**src/rtl/vecunit_pkg.sv**
```systemverilog
// Shared types and result-word field positions for the vector FP result writeback path.
package vecunit_pkg;

    localparam int unsigned WB_DATA_W     = 32;
    localparam int unsigned RES_VALID_BIT = WB_DATA_W + 1;
    localparam int unsigned RES_MASK_BIT  = WB_DATA_W;

    typedef enum logic [1:0] {
        IDLE    = 2'd0,
        COLLECT = 2'd1,
        DRAIN   = 2'd2,
        DONE    = 2'd3
    } wb_state_t;

endpackage

```
**src/rtl/wb_result_fifo.sv**
```systemverilog
// Synchronous result buffer between the FP lanes and the VRF write port.
// Show-ahead head output, no bypass from push to head.
module wb_result_fifo #(
    parameter int unsigned DEPTH = 4,
    parameter int unsigned WIDTH = 34
) (
    input  logic             clk_i,
    input  logic             rst_ni,
    input  logic             push_i,
    input  logic [WIDTH-1:0] wdata_i,
    input  logic             pop_i,
    output logic             full_o,
    output logic             empty_o,
    output logic [WIDTH-1:0] head_o
);

    localparam int unsigned AW = $clog2(DEPTH);

    logic [AW:0]      wr_ptr_q, wr_ptr_d;
    logic [AW:0]      rd_ptr_q, rd_ptr_d;
    logic [WIDTH-1:0] mem_q [DEPTH];
    logic             do_push;
    logic             do_pop;

    // Extra pointer bit distinguishes full from empty when the indices match.
    assign empty_o = (wr_ptr_q == rd_ptr_q);
    assign full_o  = (wr_ptr_q[AW] != rd_ptr_q[AW]) &&
                     (wr_ptr_q[AW-1:0] == rd_ptr_q[AW-1:0]);
    assign head_o  = mem_q[rd_ptr_q[AW-1:0]];

    assign do_push = push_i && !full_o;
    assign do_pop  = pop_i && !empty_o;

    always_comb begin
        wr_ptr_d = wr_ptr_q;
        rd_ptr_d = rd_ptr_q;
        if (do_push) wr_ptr_d = wr_ptr_q + 1'b1;
        if (do_pop)  rd_ptr_d = rd_ptr_q + 1'b1;
    end

    always_ff @(posedge clk_i) begin
        if (!rst_ni) begin
            wr_ptr_q <= '0;
            rd_ptr_q <= '0;
        end else begin
            wr_ptr_q <= wr_ptr_d;
            rd_ptr_q <= rd_ptr_d;
        end
    end

    always_ff @(posedge clk_i) begin
        if (do_push) mem_q[wr_ptr_q[AW-1:0]] <= wdata_i;
    end

endmodule

```
**src/rtl/vec_result_writeback.sv**
```systemverilog
// Collects per-element FP results, retires them in order to the VRF, pulses done.
// Build option WB_ZERO_FILL_EN: masked-off elements are written as zeros instead of skipped.
module vec_result_writeback #(
    parameter int unsigned DATA_W      = vecunit_pkg::WB_DATA_W,
    parameter int unsigned VREG_ADDR_W = 5,
    parameter int unsigned ELEM_IDX_W  = 6,
    parameter int unsigned FIFO_DEPTH  = 4
) (
    input  logic                   clk_i,
    input  logic                   rst_ni,
    input  logic                   start_i,
    input  logic [VREG_ADDR_W-1:0] vd_i,
    input  logic [ELEM_IDX_W:0]    vl_i,
    input  logic [DATA_W+1:0]      res_i,
    output logic                   res_ready_o,
    output logic                   vrf_req_o,
    output logic [VREG_ADDR_W-1:0] vrf_addr_o,
    output logic [ELEM_IDX_W-1:0]  vrf_idx_o,
    output logic [DATA_W-1:0]      vrf_wdata_o,
    input  logic                   vrf_gnt_i,
    output logic                   busy_o,
    output logic                   done_o,
    output logic [ELEM_IDX_W:0]    masked_cnt_o
);

    import vecunit_pkg::*;

    localparam int unsigned CNT_W  = ELEM_IDX_W + 1;
    localparam int unsigned WORD_W = DATA_W + 2;
    localparam logic [CNT_W-1:0] MAX_VL = {1'b1, {ELEM_IDX_W{1'b0}}};

    wb_state_t              state_q, state_d;
    logic [VREG_ADDR_W-1:0] vd_q, vd_d;
    logic [CNT_W-1:0]       vl_q, vl_d;
    logic [CNT_W-1:0]       in_cnt_q, in_cnt_d;
    logic [CNT_W-1:0]       out_cnt_q, out_cnt_d;
    logic [CNT_W-1:0]       masked_cnt_q, masked_cnt_d;
    logic [CNT_W-1:0]       vl_clamped;

    logic              fifo_push;
    logic              fifo_pop;
    logic              fifo_full;
    logic              fifo_empty;
    logic [WORD_W-1:0] fifo_head;
    logic              head_vld;
    logic              head_mask;
    logic [DATA_W-1:0] head_data;

    logic              res_ready;
    logic              req;
    logic [DATA_W-1:0] wdata;
    logic              done;

    wb_result_fifo #(
        .DEPTH (FIFO_DEPTH),
        .WIDTH (WORD_W)
    ) u_fifo (
        .clk_i   (clk_i),
        .rst_ni  (rst_ni),
        .push_i  (fifo_push),
        .wdata_i (res_i),
        .pop_i   (fifo_pop),
        .full_o  (fifo_full),
        .empty_o (fifo_empty),
        .head_o  (fifo_head)
    );

    assign vl_clamped = (vl_i > MAX_VL) ? MAX_VL : vl_i;
    assign head_vld   = fifo_head[RES_VALID_BIT];
    assign head_mask  = fifo_head[RES_MASK_BIT];
    assign head_data  = fifo_head[DATA_W-1:0];

    always_comb begin
        state_d      = state_q;
        vd_d         = vd_q;
        vl_d         = vl_q;
        in_cnt_d     = in_cnt_q;
        out_cnt_d    = out_cnt_q;
        masked_cnt_d = masked_cnt_q;
        res_ready    = 1'b0;
        req          = 1'b0;
        wdata        = '0;
        fifo_pop     = 1'b0;
        fifo_push    = 1'b0;
        done         = 1'b0;

        // Retirement reads only the registered head, so a fresh result never reaches the VRF combinationally.
        if ((state_q == COLLECT || state_q == DRAIN) && !fifo_empty && head_vld) begin
`ifdef WB_ZERO_FILL_EN
            req      = 1'b1;
            wdata    = head_mask ? head_data : '0;
            fifo_pop = vrf_gnt_i;
`else
            if (head_mask) begin
                req      = 1'b1;
                wdata    = head_data;
                fifo_pop = vrf_gnt_i;
            end else begin
                fifo_pop = 1'b1;
            end
`endif
        end

        case (state_q)
            IDLE: begin
                if (start_i) begin
                    if (vl_i == '0) begin
                        state_d = DONE;
                    end else begin
                        state_d      = COLLECT;
                        vd_d         = vd_i;
                        vl_d         = vl_clamped;
                        in_cnt_d     = '0;
                        out_cnt_d    = '0;
                        masked_cnt_d = '0;
                    end
                end
            end
            COLLECT: begin
                res_ready = !fifo_full && (in_cnt_q < vl_q);
                if (in_cnt_q == vl_q) state_d = DRAIN;
            end
            DRAIN: begin
                if (fifo_empty && out_cnt_q == vl_q) state_d = DONE;
            end
            DONE: begin
                done    = 1'b1;
                state_d = IDLE;
            end
            default: state_d = IDLE;
        endcase

        fifo_push = res_i[RES_VALID_BIT] && res_ready;
        if (fifo_push) in_cnt_d = in_cnt_d + 1'b1;
        if (fifo_pop) begin
            out_cnt_d = out_cnt_d + 1'b1;
            if (!head_mask) masked_cnt_d = masked_cnt_d + 1'b1;
        end
    end

    always_ff @(posedge clk_i) begin
        if (!rst_ni) begin
            state_q      <= IDLE;
            vd_q         <= '0;
            vl_q         <= '0;
            in_cnt_q     <= '0;
            out_cnt_q    <= '0;
            masked_cnt_q <= '0;
        end else begin
            state_q      <= state_d;
            vd_q         <= vd_d;
            vl_q         <= vl_d;
            in_cnt_q     <= in_cnt_d;
            out_cnt_q    <= out_cnt_d;
            masked_cnt_q <= masked_cnt_d;
        end
    end

    assign res_ready_o  = res_ready;
    assign vrf_req_o    = req;
    assign vrf_addr_o   = vd_q;
    assign vrf_idx_o    = out_cnt_q[ELEM_IDX_W-1:0];
    assign vrf_wdata_o  = wdata;
    assign busy_o       = (state_q != IDLE);
    assign done_o       = done;
    assign masked_cnt_o = masked_cnt_q;

endmodule

```
**config.mk**
```make
export PLATFORM = sky130hd
export DESIGN_NAME = vec_result_writeback
export DESIGN_NICKNAME = d
export VERILOG_FILES = /design/src/rtl/vecunit_pkg.sv /design/src/rtl/wb_result_fifo.sv /design/src/rtl/vec_result_writeback.sv
export SDC_FILE = /design/constraint.sdc
export NUM_CORES = 1
export LEC_CHECK = 0
export CAP_MARGIN = 0
export CORE_MARGIN = 1.5
export CORE_UTILIZATION = 59
export DETAILED_ROUTE_END_ITERATION = 12
export PLACE_DENSITY = 0.85
export SYNTH_ARGS = -nofsm -noshare
export SYNTH_HDL_FRONTEND = slang
export SYNTH_HIERARCHICAL = 1
export SYNTH_SLANG_ARGS = --single-unit
```
**constraint.sdc**
```tcl
create_clock -name clk_i -period 6.12 [get_ports clk_i]
set_clock_uncertainty 0.05 [all_clocks]
set_input_delay 1.224 -clock clk_i [delete_from_list [all_inputs] [get_ports clk_i]]
set_output_delay 1.224 -clock clk_i [all_outputs]
set_load 0.02 [all_outputs]
```
==> impl_metrics.csv <==
group,metric,value,unit
clock_network,cts_resized,0,
place,post-dp-hpwl,9830,um
route,viasPerCell,5.86,
timing,worst_slew_pin_slew,1.21,ns
route,vias,4638,
worst_setup_path,startpoint_type,"flip-flop",
power,comb_power_share,16.7,%
worst_setup_path,ff2ff_setup_slack,2.04,ns
floorplan,dieWidth,117,um
layout,final_util,74.5,%
grt,grt_first_pass_wirelength,23400,um
power,intPower,0.00232,W
min_path,hold_path_end,"in_cnt_q[6]$_SDFF_PN0_",
worst_setup_path,cp.arrival,3.62,ns
grt,grt_pass1_vias,4565,
run_status,status,"finished clean",
worst_setup_path,r2r-end,"u_fifo/mem_q[3][21]$_DFFE_PP_",
worst_setup_path,cp.required,4.85,ns
clock_network,h-tree-depth,4,
power,switching_power,0.000741,W
worst_setup_path,path_class,"reg2out",
grt,antenna_found_initial,0,
timing,layout_setup_ws,1.23,ns
place,place_congestion,0.878,
layout,diodes,0,
route,drt_wl_total,15200,um
worst_setup_path,reg2reg_depth,8,
grt,grt-ovfl-total,0,
route,drt_iter0_markers,413,
power,vdd_ir_drop_max,0.000171,V
route,drc,0,
floorplan,start_util,60.5,%
yosys,netlist_area,0.00764,mm2
layout,area_growth,23.1,%
yosys,synth_edf_count,136,
yosys,postSynth.asyncResetShare,0,%
route,drtAntennaViolNets,0,
floorplan,core-area,0.0126,mm2
power,seq_power_share,45.6,%
yosys,seq_area_frac_synth,64.8,%
timing,grt_setup_unrepaired,"false",
layout,stdcell_area,0.00940,mm2
power,p_per_area,326,mW/mm2
clock_network,clock_tree.buffer_depth,2,
power,p_clk_share,37.7,%
grt,track_usage,23.6,%
power,p_sw_share,24.2,%
floorplan,num_rows,41,
worst_setup_path,cp-end-kind,"output pin",
floorplan,num_io_pins,104,
clock_network,root_buffer,"clkbuf_16",
flow_run,cap_violations,0,
timing,tns,0,ns
timing,max_clock_freq,204,MHz
yosys,syn_nets,577,
min_path,hp-class,"reg2reg",
clock_network,clock_latency,0.42,ns
yosys,ys.flop_type,"edfxtp_1",
clock_network,numCtsBuffers,17,
yosys,post-synth-top-area-fraction,53.5,%
yosys,synth_area_leaders,"edfxtp_1 53%, dfxtp_1 11%, mux4_2 10%, and2_1 3.4%, ha_1 3.1%",
timing,min_period,4.89,ns
route,first_pass_iters,5,
floorplan,die_h,117,um
yosys,yosysMostFrequentCell,"edfxtp_1",
timing,period_share,80.0,%
timing,setup_viol,0,
yosys,yosysTopAreaCell,"edfxtp_1",
place,dpl_cell_area,0.00876,mm2
place,io_buffer_count,103,
yosys,synth_cell_types,51,
timing,finalMaxSlewViolations,0,
floorplan,dieArea,0.0136,mm2
worst_setup_path,cp_max_fo,34,
min_path,holdPathStages,2,
clock_network,cts.sink_count,179,
yosys,synth_cells,508,
clock_network,path_clk_slew,0.06,ns
power,p_leak,3.14,nW
grt,grt_max_degree,35,
clock_network,cts_hold_buffers,0,
layout,drive_gt1_share,12.4,%
min_path,min-delay-start,"in_cnt_q[6]$_SDFF_PN0_",
worst_setup_path,r2r_start,"u_fifo/wr_ptr_q[0]$_SDFFE_PN0P_",
clock_network,cts_tree,"yes",
clock_network,cts_setup_buffers,0,
route,post_drt_wl_per_cell,19.2,um
yosys,yosysWarnings,6,
timing,timing.final.hold_violations,0,
yosys,ys_seq_elements,179,
yosys,synthTopCellsByCount,"136 x edfxtp_1, 43 x dfxtp_1, 42 x and2_1, 34 x mux4_2, 32 x nor2_1",
layout,final_nets,676,
place,pre_cts_ws,1.62,ns
yosys,syn_avg_cell_area,15.0,um2
timing,max_slew_margin,19.2,%
[cell families after synthesis]
family / count (synthesis) / share of synthesized area [%]
adders and majority gates: 19 / 3.11
xor gates and xnor gates: 26 / 2.98
muxes: 43 / 11.2
AOI/OAI and AO/OA: 50 / 4.41
buffers and inverters: 45 / 2.97
and+or+nand+nor: 146 / 10.6
DFF: 179 / 64.8
[layout make-up]
cell class / count / area [um2]
clock buffers: 18 / 429
clock inverters: 14 / 209
fillers: 799 / 3220
inverters: 20 / 75.1
multi-input cells: 284 / 2480
flip-flops and latches: 179 / 4950
well taps: 172 / 215
repair buffers: 105 / 1050
[critical path, cell delays in order (launching register included)]
cell and delay (ns):
dfxtp_2 0.94, mux4_2 0.36, nand3b_1 0.16, nor2_2 0.83
and2_1 0.26, clkdlybuf4s50_1 0.65
[per-stage QoR]
| step | instances | hold WS [ns] | total power, W |
|---|---|---|---|
| final | 792 | 0.440 | 0.00307 |
| after global routing | 792 | 0.462 | 0.00319 |
| after CTS | 792 | 0.446 | 0.00309 |
| after detailed placement | 760 | 0.437 | 0.00194 |
| after global placement | 760 | 0.428 | 0.00191 |
| after floorplan | 508 | 0.396 | 0.00177 |
[how the worst max path moves through the flow]
stage / from / endpoint / slack, ns / cells after the start
floorplan: u_fifo/wr_ptr_q[0]$_SDFFE_PN0P_ / u_fifo/mem_q[3][0]$_DFFE_PP_ / 2.25 / 8
global placement: flip-flop / vrf_wdata_o[23] / 1.83 / 5
global route: u_fifo/wr_ptr_q[0]$_SDFFE_PN0P_ / vrf_wdata_o[18] / 0.95 / 6
CTS: flip-flop / vrf_wdata_o[18] / 1.08 / 5
detailed placement: flip-flop / vrf_wdata_o[18] / 1.62 / 5
finish: flip-flop / vrf_wdata_o[20] / 1.23 / 5
[placed cells by master (no fill, tap or decap), types with 3 or more instances in the layout]
cell	n
mux4_2	34
dfxtp_1	41
nor3b_1	5
bufinv_16	5
nand3_1	14
and2_1	39
nand3b_1	5
clkdlybuf4s50_1	103
a211o_1	4
inv_1	19
and2_2	3
clkbuf_16	17
a21oi_1	18
nor3_1	6
nor2_1	30
nand2_1	15
o21ai_0	9
edfxtp_1	136
xnor2_1	13
o211ai_1	4
nand4_1	11
or4_1	3
xor2_1	13
mux2i_1	8
clkinv_1	3
ha_1	19
[power by group through the flow]
stage	registers, W	logic, W	clock network [W]
2_1_floorplan	0.00141	0.000360	0
3_3_place_gp	0.00142	0.000494	0
3_5_place_dp	0.00142	0.000512	0
4_1_cts	0.00140	0.000516	0.00117
5_1_grt	0.00140	0.000560	0.00122
6_report	0.00140	0.000512	0.00116
[per-layer routing]
layer	track usage, %	vias up	routed length (um)	share of wire, %
met2	40.6	183	8000	53
met4	9.24	0	255	1.7
met1	29.2	2308	6140	40
met5	0	-	0	0
li1	-	2128	-	-
met3	5.35	19	826	5.4
[sequential cells by signal (all words and copies together), names as in the netlist, 3 cells and up, named ones only]
name	cells
vrf_addr_o	5
out_cnt_q	7
u_fifo/wr_ptr_q	3
masked_cnt_o	7
vl_q	7
u_fifo/rd_ptr_q	3
u_fifo/mem_q	136
in_cnt_q	7
No activity file was read; power rests on OpenSTA's default activity.
